<file path="src/rtl/clkgen_multi.sv">
// clkgen_multi
//   Multi-channel programmable clock divider. Each channel turns clk into a
//   registered divided clock (clkout) plus a one-cycle tick strobe on every
//   clkout rising edge. Divisor changes and start/stop only take effect on
//   period boundaries, so a channel never emits a truncated pulse.
//
// Ports
//   clk      in   source clock, all logic on its rising edge
//   nrst     in   asynchronous active-low reset
//   en       in   [NCH]       per-channel run request
//   div_wr   in   [NCH]       per-channel divisor write strobe (one cycle)
//   div_in   in   [NCH*DIVW]  divisors, channel i uses [i*DIVW +: DIVW]
//   clkout   out  [NCH]       divided clock, high for (div+1)>>1 cycles
//   tick     out  [NCH]       strobe coincident with each clkout rising edge
//   active   out  [NCH]       channel running
//   pending  out  [NCH]       written divisor not yet applied
module clkgen_multi #(
    parameter int NCH    = 2,
    parameter int DIVW   = 16,
    parameter int DEFDIV = 2
) (
    input  logic              clk,
    input  logic              nrst,
    input  logic [NCH-1:0]    en,
    input  logic [NCH-1:0]    div_wr,
    input  logic [NCH*DIVW-1:0] div_in,
    output logic [NCH-1:0]    clkout,
    output logic [NCH-1:0]    tick,
    output logic [NCH-1:0]    active,
    output logic [NCH-1:0]    pending
);

    typedef enum logic {
        CH_IDLE,
        CH_RUN
    } chState_t;

    // Divisors below 2 cannot produce a high and a low phase, so they are
    // promoted to 2 (toggle every cycle).
    localparam logic [DIVW-1:0] RESET_DIV = (DEFDIV < 2) ? DIVW'(2) : DIVW'(DEFDIV);

    function automatic logic [DIVW-1:0] clampDiv(input logic [DIVW-1:0] v);
        return (v < DIVW'(2)) ? DIVW'(2) : v;
    endfunction

    for (genvar i = 0; i < NCH; i++) begin : gCh

        chState_t          state_q, state_d;
        logic [DIVW-1:0]   div_q, div_d;
        logic [DIVW-1:0]   cnt_q, cnt_d;
        logic [DIVW-1:0]   pendDiv_q, pendDiv_d;
        logic              clkOut_q, clkOut_d;
        logic              tick_q, tick_d;
        logic              pend_q, pend_d;

        logic [DIVW-1:0]   wrDiv;
        logic [DIVW-1:0]   applyDiv;
        logic              boundary;
        logic [DIVW:0]     hiCnt;
        logic [DIVW:0]     cntNext;

        assign wrDiv    = clampDiv(div_in[i*DIVW +: DIVW]);
        assign boundary = (cnt_q == div_q - DIVW'(1));
        // One extra bit so (div+1) and (cnt+1) cannot wrap at the top of range.
        assign hiCnt    = ({1'b0, div_q} + (DIVW+1)'(1)) >> 1;
        assign cntNext  = {1'b0, cnt_q} + (DIVW+1)'(1);
        // A same-cycle write wins over an older pending value.
        assign applyDiv = div_wr[i] ? wrDiv : (pend_q ? pendDiv_q : div_q);

        always_comb begin
            state_d   = state_q;
            div_d     = div_q;
            cnt_d     = cnt_q;
            pendDiv_d = pendDiv_q;
            clkOut_d  = clkOut_q;
            tick_d    = 1'b0;
            pend_d    = pend_q;

            if (div_wr[i]) begin
                pendDiv_d = wrDiv;
            end

            case (state_q)
                CH_IDLE: begin
                    clkOut_d = 1'b0;
                    if (en[i]) begin
                        // Start edge behaves as a boundary wrap with any new divisor.
                        state_d  = CH_RUN;
                        div_d    = applyDiv;
                        pend_d   = 1'b0;
                        cnt_d    = '0;
                        clkOut_d = 1'b1;
                        tick_d   = 1'b1;
                    end else if (pend_q) begin
                        // Idle channels take a written divisor one edge later;
                        // a write arriving now becomes the next pending value.
                        div_d  = pendDiv_q;
                        cnt_d  = pendDiv_q - DIVW'(1);
                        pend_d = div_wr[i];
                    end else if (div_wr[i]) begin
                        pend_d = 1'b1;
                    end
                end

                CH_RUN: begin
                    if (boundary) begin
                        div_d  = applyDiv;
                        pend_d = 1'b0;
                        if (en[i]) begin
                            cnt_d    = '0;
                            clkOut_d = 1'b1;
                            tick_d   = 1'b1;
                        end else begin
                            // Stop only here so the last period is always complete.
                            state_d  = CH_IDLE;
                            cnt_d    = applyDiv - DIVW'(1);
                            clkOut_d = 1'b0;
                        end
                    end else begin
                        cnt_d    = cnt_q + DIVW'(1);
                        clkOut_d = (cntNext < hiCnt);
                        if (div_wr[i]) begin
                            pend_d = 1'b1;
                        end
                    end
                end

                default: begin
                    state_d = CH_IDLE;
                end
            endcase
        end

        always_ff @(posedge clk or negedge nrst) begin
            if (!nrst) begin
                state_q   <= CH_IDLE;
                div_q     <= RESET_DIV;
                cnt_q     <= RESET_DIV - DIVW'(1);
                pendDiv_q <= '0;
                clkOut_q  <= 1'b0;
                tick_q    <= 1'b0;
                pend_q    <= 1'b0;
            end else begin
                state_q   <= state_d;
                div_q     <= div_d;
                cnt_q     <= cnt_d;
                pendDiv_q <= pendDiv_d;
                clkOut_q  <= clkOut_d;
                tick_q    <= tick_d;
                pend_q    <= pend_d;
            end
        end

        assign clkout[i]  = clkOut_q;
        assign tick[i]    = tick_q;
        assign active[i]  = (state_q == CH_RUN);
        assign pending[i] = pend_q;
    end

endmodule

</file>
<file path="config.mk">
export PLATFORM = sky130hd
export DESIGN_NAME = clkgen_multi
export DESIGN_NICKNAME = d
export VERILOG_FILES = /design/src/rtl/clkgen_multi.sv
export SDC_FILE = /design/constraint.sdc
export NUM_CORES = 1
export LEC_CHECK = 0
export ABC_AREA = 1
export CORE_ASPECT_RATIO = 1.1
export CORE_MARGIN = 2
export CORE_UTILIZATION = 35
export DETAILED_ROUTE_END_ITERATION = 12
export PLACE_DENSITY = 0.54
export SLEW_MARGIN = 25
export SYNTH_ARGS = -nofsm -noshare
export SYNTH_HDL_FRONTEND = slang
export SYNTH_SLANG_ARGS = --single-unit
</file>
<file path="constraint.sdc">
create_clock -name clk -period 2.92 [get_ports clk]
set_input_delay 0.584 -clock clk [delete_from_list [all_inputs] [get_ports clk]]
set_output_delay 0.584 -clock clk [all_outputs]
set_load 0.05 [all_outputs]
</file>
==> After elaboration in Yosys (flattened, before gate mapping) <==
Cells that the tools add are included.
{ "word_totals": {"regBits": 104, "input_bits": 38, "out_inout_bits": 8, "wordCells": 88} }
{ "op_classes": {"addsub": 12, "magnitude_cmp": 4, "n_eq_ne": 8, "n_mux": 48, "bitwise_logic": 2} }
{ "op_table": {"columns": ["cell", "count"], "rows": [
  ["16-bit two-way mux", 18],
  ["16-bit one-hot mux with 2 select lines", 4],
  ["16-bit by 1-bit subtractor with 16-bit output (second input constant)", 6],
  ["16-bit by 1-bit adder with 17-bit output (second input constant)", 4],
  ["17-bit by 16-bit less-than comparator with 1-bit output", 2],
  ["16-bit by 1-bit adder with 16-bit output (second input constant)", 2],
  ["16-bit == test", 2],
  ["16-bit by 2-bit less-than comparator with 1-bit output (second input constant)", 2],
  ["1-bit two-way mux", 18],
  ["1-bit one-hot mux with 2 select lines", 8],
  ["3-bit by 2-bit != test with 1-bit output (second input constant)", 2],
  ["3-bit != test (second input constant)", 2],
  ["2-bit by 1-bit != test with 1-bit output (second input constant)", 2],
  ["1-bit inverter", 2]
]} }

==> Logic depth before layout (Yosys ltp) <==
{ "depth": {"word_depth": 7, "mapped_depth": 22, "depth_no_buf": 21} }

==> Least setup slack after synthesis <==
No wires, ideal clock.
{ "synth_timing": {"kind": "flip-flop to flip-flop", "start": "register gCh[0].div_q[1]", "end": "register gCh[0].clkOut_q", "setup_time_ns": 0.123, "arrival_time_ns": 2.769, "setup_slack_ns": 0.028, "stages_incl_launch_ff": 21, "synth_period_minus_slack_ns": 2.892, "cell_sequence": "dfstp_2 > ha_1 > nand3_1 > nor2_1 > nand2_1 > nor3_1 > nand2_1 > nor2_1 > nand4_1 > nor2_1 > nand2_1 > ha_1 > inv_1 > a31oi_1 > nand2_1 > nor2_1 > nor2_1 > nand2_1 > nor3_1 > o21ai_0 > nand2_1"} }
{ "synth_via": {"elab_chain_cells": 4, "word_cells_on_any_way": 6, "cone_classes": "add/sub: 2; order compare: 1; eq/ne: 1; mux: 2"} }
{ "synth_rtl": {"columns": ["item", "line", "rtl"], "rows": [
  ["from (decl)", "49", "logic [DIVW-1:0] div_q, div_d;"],
  ["from (signal assigned)", "145", "div_q <= div_d;"],
  ["16-bit by 1-bit adder with 17-bit output / 16-bit by 1-bit subtractor with 16-bit output (equally long branches)", "65, 63", null],
  ["17-bit by 16-bit less-than comparator with 1-bit output / 16-bit == test (equally long branches)", "121, 63", null],
  ["1-bit two-way mux *", "106", "if (boundary) begin"],
  ["1-bit one-hot mux with 2 select lines *", "83", "case (state_q)"],
  ["net gCh[0].clkOut_d", "52", "logic clkOut_q, clkOut_d;"],
  ["to (signal assigned)", "148", "clkOut_q <= clkOut_d;"],
  ["to (decl)", "52", null]
]} }
The timed path passes the listed nets; every way through them passes the cells marked *.
A chain may end at the register's enable or synchronous reset.

==> Worst setup path after layout <==
Ends and elaborated chain as after synthesis.

==> impl_results.md <==
* Post-synth ARST share at 100%
* Most frequent cells in the layout: nand2_1, nor2_1, inv_1
* Die W at 168 um
* Fin. max-slew vios at 0
* Residual DRC count at 0
* Vias per inst at 4.90
* Startpoint types: register
* Sequential cell area at 2610 sq um
* CTS Hold Bufs at 0
* Dpl hpwl at 26.6 mm
* Period utilization at 102%
* Crit. End Element: register
* Peak supply drop at 0.000325 V
* First-pass iteration count of the detailed router at 5
* P per Cell Area at 552 nW/um^2
* Clock network power share at 20.0%
* Initial antenna violation count at 0
* DRT Wirelength at 32.6 mm
* Syn nets at 1,701
* Root Driver: clkbuf_16
* Die area at 31,100 sq um
* Multi-input gate area at 6890 sq um
* Buffers added on ports at 45
* RSZ-0062 raised after global routing: yes
* Layout overhead on the synthesized area at 22.0%
* Vias in the first global route at 10,400
* Violated checks: setup timing
* Buf+Inv Stages, Crit Path at 2
* Status: complete, but fails checks
* Setup TNS at -0.0661 ns
* Design Power at 0.00699 W
* Gpl congestion at 0.898
* Core area at 29,400 sq um
* Share of cells above drive strength 1 at 16.3%
* WP data required at 3.18 ns
* Largest net degree at the start of global routing at 105
* Crit Path Max Fanout at 3
* GR Util All Layers at 21.5%
* GRT overflow at 0
* Critical path's top delay family: simple AND/OR/NAND/NOR gates
* CTS tree: done
* Fin Clk Skew at 0.0121 ns
* Final Hold Viols at 0
* Layout Nets at 1,841
* Clock-pin slew on the worst setup and hold paths at 0.08 ns
* Minimum clock period at 2.99 ns
* EDFF count, synth at 0
* Number of synthesized register bits at 104
* Setup Crit Path Kind: reg -> reg
* Mean Syn Cell Area at 6.40 sq um
* First-pass GRT wire length at 53.0 mm
* Row Count at 66
* Final Non-Filler Cells at 2,142
* Vias at 10,500
* Combinational Power Share at 49.6%
* IO Pins at 46
* Commonest non-fill, non-tap cell in the layout: nand2_1
* CTS HTree Levels at 3
* Slew headroom at 56.9%
* Static Leak at 6.18 nW
* Die Height at 185 um
* Clock Sinks at 104
* CTS Buffer Depth at 2
* Pre-CTS setup slack at -0.384 ns
* Gate Count Post-Synth at 1,623
* Post-DR wirelength/cell at 15.2 um
* Seq pwr share at 30.4%
* Switching power at 0.00302 W
* CTS Buf Count at 9
* Post-synthesis cell area at 10,400 sq um
* Worst min path class: in -> async
* Fmax achieved at 335 MHz
* Ys flop type: dfrtp_1
* Slowest cell delay on critical path at 0.55 ns
* Synth warn at 0
* Clk_lat worst skew at 0.36 ns
* Setup ws final at -0.0661 ns
* Slew at the pin closest to its max-slew limit at 0.640 ns
* CP dominant cell by count: nand2_1
* Final setup viols at 1
* Int Pwr at 0.00397 W
* Starting Density at 35.3%
* Placed cells at 2,116
* Critical path data arrival time at 3.24 ns
* Switching Fraction at 43.2%
* Fillers at 3,146
* Hold WS at 0.286 ns
* Post-route antenna net violation count at 0
* Worst path cell trace: ha_1, nand3_1, nor2_1, nand2_1, nor3_2, buf_4, nand2_1, nor2_4, nand4_1, nor2_1, nand2_1, ha_1, inv_1, a31oi_2, nand2_1, nor2_1, nor2_1, nand2_1, nor3_1, o21ai_1, nand2_1
* Post-synthesis cell type count at 51
* Share of the yosys chip area belonging to registers at 25.1%
* Slowest stage cell on the critical path: dfstp_2
* Initial DRC Count at 492
* N_diodes at 0
* Max-Cap Viols at 0
flip-flops by register name, indices dropped and copies added, names as in the netlist:
register	flops
gCh.tick_q	2
gCh.cnt_q	32
gCh.clkOut_q	2
gCh.pend_q	2
gCh.state_q	2
gCh.div_q	32
gCh.pendDiv_q	32
worst reg2reg max path, cell delays in order (launching register included):
cell and delay, ns:
dfstp_2 0.55, ha_1 0.16, nand3_1 0.10, nor2_1 0.14, nand2_1 0.09, nor3_2 0.13, buf_4 0.14, nand2_1 0.07
nor2_4 0.16, nand4_1 0.13, nor2_1 0.12, nand2_1 0.06, ha_1 0.27, inv_1 0.05, a31oi_2 0.18, nand2_1 0.08
nor2_1 0.10, nor2_1 0.05, nand2_1 0.06, nor3_1 0.04, o21ai_1 0.12, nand2_1 0.06
power by group through the flow:
| stage | Combinational [W] | Clock [W] | Sequential, W |
|---|---|---|---|
| global placement | 0.00329 | 0 | 0.00214 |
| global route | 0.00393 | 0.00149 | 0.00217 |
| floorplan | 0.00245 | 0 | 0.00197 |
| finish | 0.00346 | 0.00140 | 0.00213 |
| CTS | 0.00340 | 0.00144 | 0.00211 |
| detailed placement | 0.00334 | 0 | 0.00214 |
what timing repair did:
item / CTS / global route
buffers inserted: 5 / 6
endpoints found under the setup margin: 3 / 15
pin swaps: 8 / 16
gates resized for setup: 26 / 34
stage by stage:
step | area, sq um | util (%)
3_5_place_dp | 12000 | 40.8
5_1_grt | 12700 | 43.1
2_1_floorplan | 10400 | -
6_report | 12700 | 43.1
3_3_place_gp | 12000 | 40.8
4_1_cts | 12500 | 42.4
cells by family (layout without fill, tap and decap cells):
kind of cell	after synthesis	after routing	synth area share, %
adder cells (fa/ha/maj)	40	40	4.82
AO/OA/AOI/OAI	259	259	14.1
buffers and inverters	261	406	10.9
AND/OR/NAND/NOR	847	847	35.6
flip-flops	104	104	25.1
XOR/XNOR	112	112	9.45
worst paths after layout:
kind / slack [ns] / startpoint / depth (start not counted) / endpoint
max: -0.07 / gCh[0].div_q[1]$_DFFE_PN1P_ / 21 / gCh[0].clkOut_q$_DFF_PN0_
min: 0.29 / nrst / 2 / gCh[0].pendDiv_q[15]$_DFFE_PN0P_
min reg2reg: 0.54 / gCh[0].pendDiv_q[7]$_DFFE_PN0P_ / 2 / gCh[0].pendDiv_q[7]$_DFFE_PN0P_
min in group clk: 0.54 / gCh[0].pendDiv_q[7]$_DFFE_PN0P_ / 2 / gCh[0].pendDiv_q[7]$_DFFE_PN0P_
max in group asynchronous: 2.18 / nrst / 2 / gCh[1].div_q[7]$_DFFE_PN0P_
max reg2reg: -0.07 / gCh[0].div_q[1]$_DFFE_PN1P_ / 21 / gCh[0].clkOut_q$_DFF_PN0_
layer usage:
metal  wire length (um)  track usage, %  share of wire (%)
met4               1020            8.14                3.1
met2              17100            41.6                 53
met3                705            1.59                2.2
met5                  0               0                  0
met1              13700            24.5                 42
Yosys cell counts (all sizes together) (27+ instances only):
cell / instances / area, sq um
o21ai: 167 / 858
nor2: 267 / 1140
nand2: 421 / 1620
clkbuf: 31 / 120
dfrtp: 100 / 2500
ha: 40 / 500
nor3: 27 / 160
buf: 38 / 282
o211ai: 31 / 263
nand3: 82 / 440
a21oi: 40 / 200
xor2: 94 / 823
inv: 192 / 726
cell type report:
cell class / count / share of cell area (%)
inverters: 192 / 5.73
multi-input cells: 1258 / 54.4
repair buffers: 198 / 12.9
flip-flops and latches: 104 / 20.6
clock inverters: 4 / 0.751
clock buffers: 12 / 1.87
well taps: 374 / 3.70
No activity file was read; power rests on OpenSTA's default activity.
